==> src/rtl/detect_rr_scheduler.sv <==
// Round-robin scheduler sharing one bit-serial overlapping "101" Moore detector
// among N_REQ parallel requesters; reports match count and served ID per word.
module detect_rr_scheduler #(
  parameter  int unsigned N_REQ = 4,
  parameter  int unsigned WIDTH = 8,
  localparam int unsigned ID_W  = $clog2(N_REQ),
  localparam int unsigned CNT_W = $clog2(WIDTH + 1)
) (
  input  logic                   i_clk,
  input  logic                   i_rst_n,
  input  logic [N_REQ-1:0]       i_req,
  input  logic [N_REQ*WIDTH-1:0] i_data,
  output logic [N_REQ-1:0]       o_gnt,
  output logic                   o_busy,
  output logic                   o_hit,
  output logic                   o_done,
  output logic [ID_W-1:0]        o_id,
  output logic [CNT_W-1:0]       o_count
);

  localparam logic [1:0] ST_IDLE  = 2'b00;
  localparam logic [1:0] ST_SHIFT = 2'b01;
  localparam logic [1:0] ST_DONE  = 2'b10;

  // Gray-coded detector states
  localparam logic [1:0] D_S0 = 2'b00;
  localparam logic [1:0] D_S1 = 2'b01;
  localparam logic [1:0] D_S2 = 2'b11;
  localparam logic [1:0] D_S3 = 2'b10;

  logic [1:0]       state_q, state_d;
  logic [1:0]       det_q, det_nx;
  logic [WIDTH-1:0] shreg_q;
  logic [CNT_W-1:0] bit_cnt_q;
  logic [CNT_W-1:0] match_cnt_q;
  logic [ID_W-1:0]  srv_id_q;
  logic [ID_W-1:0]  ptr_q;

  logic             win_found;
  logic [ID_W-1:0]  win_idx;
  logic [ID_W:0]    cand;
  logic [N_REQ-1:0] gnt_c;
  logic             last_bit;
  logic             hit_nx;

  // Rotating-priority search starting one past the last granted requester
  always_comb begin
    win_found = 1'b0;
    win_idx   = '0;
    cand      = '0;
    for (int unsigned i = 1; i <= N_REQ; i++) begin
      cand = (ID_W+1)'(ptr_q) + (ID_W+1)'(i);
      if (cand >= (ID_W+1)'(N_REQ)) begin
        cand = cand - (ID_W+1)'(N_REQ);
      end
      if (!win_found && i_req[cand[ID_W-1:0]]) begin
        win_found = 1'b1;
        win_idx   = cand[ID_W-1:0];
      end
    end
  end

  // Detector transition function; illegal codes fall back to S0
  always_comb begin
    det_nx = D_S0;
    unique case (det_q)
      D_S0:    det_nx = shreg_q[WIDTH-1] ? D_S1 : D_S0;
      D_S1:    det_nx = shreg_q[WIDTH-1] ? D_S1 : D_S2;
      D_S2:    det_nx = shreg_q[WIDTH-1] ? D_S3 : D_S0;
      D_S3:    det_nx = shreg_q[WIDTH-1] ? D_S1 : D_S2;
      default: det_nx = D_S0;
    endcase
  end

  assign hit_nx   = (det_nx == D_S3);
  assign last_bit = (bit_cnt_q == CNT_W'(WIDTH - 1));

  always_ff @(posedge i_clk or negedge i_rst_n) begin
    if (!i_rst_n) begin
      state_q <= ST_IDLE;
    end else begin
      state_q <= state_d;
    end
  end

  always_comb begin
    state_d = state_q;
    gnt_c   = '0;
    unique case (state_q)
      ST_IDLE: begin
        if (win_found) begin
          state_d        = ST_SHIFT;
          gnt_c[win_idx] = 1'b1;
        end
      end
      ST_SHIFT: begin
        if (last_bit) begin
          state_d = ST_DONE;
        end
      end
      ST_DONE:  state_d = ST_IDLE;
      default:  state_d = ST_IDLE;
    endcase
  end

  // Grant is visible only out of reset so every output reads 0 while reset is held
  assign o_gnt = i_rst_n ? gnt_c : '0;

  // Datapath: word capture, serialization, match counting and result latching
  always_ff @(posedge i_clk or negedge i_rst_n) begin
    if (!i_rst_n) begin
      shreg_q     <= '0;
      det_q       <= D_S0;
      bit_cnt_q   <= '0;
      match_cnt_q <= '0;
      srv_id_q    <= '0;
      ptr_q       <= ID_W'(N_REQ - 1);
      o_id        <= '0;
      o_count     <= '0;
    end else begin
      unique case (state_q)
        ST_IDLE: begin
          if (win_found) begin
            shreg_q     <= i_data[int'(win_idx)*WIDTH +: WIDTH];
            det_q       <= D_S0;
            bit_cnt_q   <= '0;
            match_cnt_q <= '0;
            srv_id_q    <= win_idx;
            ptr_q       <= win_idx;
          end
        end
        ST_SHIFT: begin
          det_q     <= det_nx;
          shreg_q   <= {shreg_q[WIDTH-2:0], 1'b0};
          bit_cnt_q <= bit_cnt_q + CNT_W'(1);
          if (hit_nx) begin
            match_cnt_q <= match_cnt_q + CNT_W'(1);
          end
          if (last_bit) begin
            o_count <= match_cnt_q + CNT_W'(hit_nx);
            o_id    <= srv_id_q;
          end
        end
        ST_DONE: begin
          // Return detector to S0 so o_hit reads 0 in IDLE
          det_q <= D_S0;
        end
        default: begin
          det_q <= D_S0;
        end
      endcase
    end
  end

  assign o_busy = (state_q == ST_SHIFT) || (state_q == ST_DONE);
  assign o_done = (state_q == ST_DONE);
  assign o_hit  = (det_q == D_S3);

endmodule

==> config.mk <==
export PLATFORM = sky130hd
export DESIGN_NAME = detect_rr_scheduler
export DESIGN_NICKNAME = d
export VERILOG_FILES = /design/src/rtl/detect_rr_scheduler.sv
export SDC_FILE = /design/constraint.sdc
export NUM_CORES = 1
export LEC_CHECK = 0
export CAP_MARGIN = 20
export CORE_MARGIN = 5
export CORE_UTILIZATION = 48
export CTS_CLUSTER_DIAMETER = 120
export DETAILED_ROUTE_END_ITERATION = 16
export PLACE_DENSITY = 0.79
export SETUP_SLACK_MARGIN = 0.2
export SLEW_MARGIN = 25
export SYNTH_ARGS = -nofsm -noshare
export SYNTH_HDL_FRONTEND = slang
export SYNTH_SLANG_ARGS = --single-unit
==> constraint.sdc <==
create_clock -name i_clk -period 2.88 [get_ports i_clk]
set_input_delay 0.576 -clock i_clk [delete_from_list [all_inputs] [get_ports i_clk]]
set_output_delay 0.576 -clock i_clk [all_outputs]
set_load 0.01 [all_outputs]
==> impl_metrics.ini, run 1 <==
[finish]
final_cell_count_no_fill = 324
layout-drive-gt1-share_pct = 14.6
antennaDiodeCount = 0
final_nets = 322
fillerInstances = 346
area_growth_pct = 37.5

[grt]
grt_pass1_wl_um = 7510
grt_max_degree = 29
grt_pass1_vias = 1751
antenna_found_initial = 0
gr-total-overflow = 0
grt_usage_pct = 18.0

[place]
io_buffers = 50
place_inst = 316
gp_congestion = 0.820
dp_hpwl_um = 3350

[clocking]
clk_latency_ps = 280
clkTransAtPathRegs_ps = 60
root_buffer = clkbuf_8
cts_tree = done
max-clock-path-buffers = 2
numCtsBuffers = 5
cts_setup_buffers = 0
htree_levels = 2
cts_hold_buf = 0
clock_sink_count = 30

[setup_path]
worst-path-stages = 6
rr_worst_depth = 8
worst_path_max_delay_cell = clkdlybuf4s50_1
crit_type = in -> out
critPathTopFamily = buffers and inverters
crit_chain = clkdlybuf4s50_1, buf_4, a31oi_1, and2_2, and4_1, dlygate4sd2_1
max_stage_delay_ps = 430
regToRegSetupSlack_ps = 620
cp_max_fo = 5
critPathLaunchType = input port
arrival_ps = 2030
cp-end-kind = primary output
worstReg2RegEnd = o_count[1]
critPathRequiredTime_ps = 2300
worstReg2RegStart = det_q[0]
cp.buffers_inverters = 3

[routing]
dr.first_iter.drc_count = 130
drc = 0
wire_per_inst_um = 13.6
vias_per_cell = 5.48
vias = 1776
first_pass_iters = 4
wirelength_um = 4410
ant_nets = 0

[timing]
finClkSkew_ps = 4.40
final_max_slew_viol_count = 0
finalCritPeriodShare_pct = 90.4
fin_setup_tns_ps = 0
max-slew-margin-rel_pct = 64.7
hold_slack_ps = 477
tightestPinTransition_ps = 529
period_needed_ps = 2600
hold_viol_final = 0
rsz0062_at_grt = false
setup_viol = 0
fmax_mhz = 384

[synth]
synth_area_mm2 = 0.00191
synth_cells = 212
ys_top_cells_by_area = dfrtp_1, nand2_1, ha_1
synth_most_common_cell = nand2_1
synth_cell_type_count = 46
synthArstFlopShare_pct = 100
synth-edff-count = 0
synth_top_cells_by_count = nand2_1, dfrtp_1, inv_1
synth_nets = 261
ys_warn_count = 0
yosysSeqAreaShare_pct = 39.5
syn_area_per_cell_um2 = 8.99
yosys_register_bits = 30
synth_top_cell_area_share_pct = 36.7
synth_flop_cell = dfrtp_1
synth_top_area_cell = dfrtp_1

[floorplan]
dieArea_mm2 = 0.00533
rows = 23
die_w_um = 73.0
start_util_pct = 48.7
core_area_mm2 = 0.00391
die_y_um = 73.0
io_pins = 51

[power_and_ir_drop]
leakagePower_nw = 1.23
powerDensity_mw_per_mm2 = 880
pwr-share-seq_pct = 31.0
p_sw_share_pct = 38.9
power_frac_comb_pct = 52.0
ir_drop_mv = 0.439
p_total_mw = 2.31
switching_power_uw = 899
p_int_mw = 1.41
clockPowerShare_pct = 17.0

[flow_run]
max_cap_viol_count = 0

[min_path]
worstHoldPathCells = 2
worst_hold_path.endpoint = o_count[2]
worstHoldStart = o_count[2]
hold_path_class = reg -> reg

[run_status]
outcome = finished, final reports clean
==> tightest hold or removal path: stages (launching register included) <==
cell,delay [ps]
dfrtp_1,340
nand2_1,40
o21ai_0,60
==> sequential cells by signal (all words and copies together), names as in the netlist <==
name,flops
bit_cnt_q,4
det_q,2
match_cnt_q,4
o_count,4
o_id,2
ptr_q,2
shreg_q,8
srv_id_q,2
state_q,2
==> power by group through the flow <==
stage	registers (mW)	logic (mW)	clock network [mW]
floorplan	0.692	0.872	0
global placement	0.716	1.18	0
detailed placement	0.717	1.21	0
CTS	0.715	1.21	0.403
global route	0.739	1.35	0.420
finish	0.715	1.20	0.392
==> worst max path at each step <==
stage                        start  endpoint  slack [ps]
after floorplan           ptr_q[1]  o_gnt[0]         610
after global placement    i_req[3]  o_gnt[0]         -70
after detailed placement  i_req[3]  o_gnt[0]        -130
after CTS                 i_req[2]  o_gnt[0]         220
after global routing      i_req[0]  o_gnt[2]         190
final                     i_req[0]  o_gnt[2]         280
==> placed cells by master, fill, tap and decap left out, drive strengths merged, types with 2 or more instances in the layout <==
cell,instances
a21o,2
a21oi,11
a22o,11
a31oi,2
a32oi,5
a41oi,5
and2,3
and3,2
buf,14
clkbuf,11
clkdlybuf4s50,43
dfrtp,28
dfstp,2
dlygate4sd2,3
ha,11
inv,16
mux2,7
mux2i,2
nand2,41
nand2b,3
nand3,5
nand3b,2
nor2,8
nor3,5
o21ai,13
==> what timing repair did <==
item | CTS | global route
setup endpoints to repair | 4 | 4
pin swaps | 0 | 2
gates resized for setup | 7 | 8
==> final cells by class <==
class	count	area [um^2]	share of cell area, %
well taps	50	62.6	2.39
flip-flops and latches	30	753	28.7
multi-input cells	156	1050	39.9
repair buffers	64	589	22.5
inverters	16	60.1	2.29
clock buffers	8	110	4.20
==> kinds of logic (layout without fill, tap and decap cells) <==
family | Yosys count | count (layout) | share of synthesized area [%]
and+or+nand+nor | 77 | 77 | 18.9
AOI/OAI and AO/OA | 56 | 56 | 21.1
DFF | 30 | 30 | 39.5
buffers and inverters | 26 | 88 | 5.97
adders and majority gates | 11 | 11 | 7.22
muxes | 10 | 10 | 6.37
xor gates and xnor gates | 2 | 2 | 0.919
==> layer usage <==
metal | part of all wire, % | routed length [um] | up-vias | track usage (%)
met5 | 0 | 0 | - | 0
met4 | 1.4 | 61 | 0 | 6.97
met3 | 6.5 | 288 | 5 | 4.82
met2 | 49 | 2150 | 44 | 29.9
met1 | 43 | 1910 | 846 | 22.0
li1 | - | - | 881 | -
==> through the flow <==
step,worst slack [ps],utilization [%],area [um^2]
6_report,277,67.0,2620
5_1_grt,191,67.0,2620
4_1_cts,221,67.2,2630
3_5_place_dp,-135,64.4,2520
3_3_place_gp,-69.2,64.4,2520
2_1_floorplan,608,-,1910
(Power assumes the default switching activity.)
==> run 2, diff against run 1 <==
Settings changed: CELL_PAD_IN_SITES_DETAIL_PLACEMENT from default to 0, CELL_PAD_IN_SITES_GLOBAL_PLACEMENT from default to 1, CORE_UTILIZATION 48 to 36, PLACE_DENSITY 0.79 to 0.8.
==> run 2 against run 1 <==
Against the previous run:
- critical path depth increased by 1
- first-iteration DRC count decreased by 55%
- count of clock-buffer cells in the layout unchanged
- clock power about the same
- die area increased by 28%
==> impl_metrics.ini, run 2 (same netlist as run 1, synthesis figures left out) <==
[finish]
top_register = shreg_q
final_common_cell = clkdlybuf4s50_1
layout-drive-gt1-share_pct = 14.9
final_cell_count_no_fill = 345
area_growth_pct = 39.6
largest_register_ffs = 8
final_area_mm2 = 0.00266
final_nets = 323
antennaDiodeCount = 0
layout_common_cells = clkdlybuf4s50_1, nand2_1, dfrtp_1
fillerInstances = 522

[place]
place_inst = 335
place_area_mm2 = 0.00254
gp_congestion = 0.743
io_buffers = 50
place_ws_ps = -107
dp_hpwl_um = 3430

[timing]
final_max_slew_viol_count = 0
tightestPinTransition_ps = 479
rsz0062_at_grt = false
max-slew-margin-rel_pct = 68.0
fin_ws_ps = 443
hold_slack_ps = 475
period_needed_ps = 2440
setup_viol = 0
finalCritPeriodShare_pct = 84.6
finClkSkew_ps = 6.62
fmax_mhz = 410
hold_viol_final = 0

[grt]
grt_pass1_vias = 1659
grt_usage_pct = 14.5
grt_pass1_wl_um = 7620
grt_max_degree = 31
gr-total-overflow = 0
antenna_found_initial = 0

[setup_path]
arrival_ps = 1860
worst_path_max_delay_cell = dlygate4sd2_1
critPathLaunch = i_req[3]
cp_max_fo = 6
critPathLaunchType = input port
crit_chain = dlygate4sd2_1, nor4_2, buf_4, nand2b_1, inv_1, and4_1, dlygate4sd2_1
worstReg2RegStart = det_q[0]
critPathTopFamily = buffers and inverters
critPathRequiredTime_ps = 2300
cp.buffers_inverters = 4
cp_common_cell = dlygate4sd2_1
max_stage_delay_ps = 300
cp-end-kind = primary output
crit_type = in -> out

[routing]
wirelength_um = 4520
vias = 1739
wire_per_inst_um = 13.1
drc = 0
ant_nets = 0
dr.first_iter.drc_count = 58
vias_per_cell = 5.04
first_pass_iters = 4

[floorplan]
die_w_um = 82.8
start_util_pct = 37.1
die_y_um = 82.8
rows = 26
core_area_mm2 = 0.00514
io_pins = 51
dieArea_mm2 = 0.00685

[run_status]
outcome = finished, final reports clean

[clocking]
clkTransAtPathRegs_ps = 70
root_buffer = clkbuf_8
numCtsBuffers = 5
clk_latency_ps = 270
max-clock-path-buffers = 2
clock_sink_count = 30
cts_tree = done
htree_levels = 2

[power_and_ir_drop]
switching_power_uw = 906
ir_drop_mv = 0.335
power_frac_comb_pct = 52.3
p_sw_share_pct = 39.0
pwr-share-seq_pct = 30.8
p_int_mw = 1.42
powerDensity_mw_per_mm2 = 874
leakagePower_nw = 1.26
clockPowerShare_pct = 16.9

[flow_run]
max_cap_viol_count = 0

[min_path]
worstHoldStart = srv_id_q[1]
hold_path_class = reg -> reg
-- run 2: cell count changes in the layout (fill, tap and decap cells not counted), sizes merged --
cell / delta
dlymetal6s2s: +2
buf: +1
clkdlybuf4s50: -1
dlygate4sd2: -1
-- run 2: worst paths after layout --
path | endpoint | slack [ps] | cells after the start
setup / recovery | o_gnt[2] | 440 | 7
hold / removal | srv_id_q[1] | 470 | 2
setup reg to reg | o_count[1] | 620 | 8
hold reg to reg | srv_id_q[1] | 470 | 2
max in group asynchronous | ptr_q[0] | 1740 | 2
min in group asynchronous | shreg_q[5] | 820 | 2
-- run 2: worst reg2reg max path: stages (launching register included) --
cell	delay, ps
dfrtp_1	380
inv_1	100
ha_1	260
nor2b_1	150
a21oi_1	360
inv_1	160
ha_1	230
ha_1	270
mux2_2	250
-- run 2: per-stage QoR --
| stage | total power, mW | utilization (%) | TNS [ps] |
|---|---|---|---|
| after floorplan | 1.56 | - | 0 |
| final | 2.33 | 51.8 | 0 |
| after global routing | 2.53 | 51.8 | 0 |
| after detailed placement | 1.94 | 49.4 | -333 |
| after CTS | 2.34 | 51.6 | 0 |
| after global placement | 1.92 | 49.4 | -223 |
-- run 2: power groups by stage --
stage                     clock [mW]  sequential (mW)  combinational, mW
final                          0.393            0.715               1.22
after CTS                      0.403            0.715               1.23
after global routing           0.431            0.739               1.36
after global placement             0            0.716               1.20
after floorplan                    0            0.692              0.872
after detailed placement           0            0.716               1.22
-- run 2: metal layers --
| layer | global-route usage, % | vias to the layer above | wire [um] | part of all wire [%] |
|---|---|---|---|---|
| met2 | 23.4 | 45 | 2070 | 46 |
| met3 | 4.43 | 5 | 295 | 6.5 |
| met4 | 4.74 | 0 | 48 | 1.1 |
| li1 | - | 880 | - | - |
| met1 | 18.5 | 809 | 2110 | 47 |
| met5 | 0 | - | 0 | 0 |
-- run 2: layout make-up --
type	instances	area, um^2	area share [%]
clock buffer	8	110	4.14
timing repair buffer	65	603	22.7
tap	70	87.6	3.29
sequential	30	753	28.3
inverter	16	60.1	2.26
multi-input combinational	156	1050	39.4
-- run 2: what timing repair did --
| item | in CTS | in global routing |
|---|---|---|
| endpoints found under the setup margin | 4 | 4 |
| hold endpoints to repair | 0 | 0 |
| hold buffers | 0 | 0 |
| pin swaps | 0 | 2 |
| gates resized for setup | 6 | 11 |
| buffers inserted | 1 | 1 |
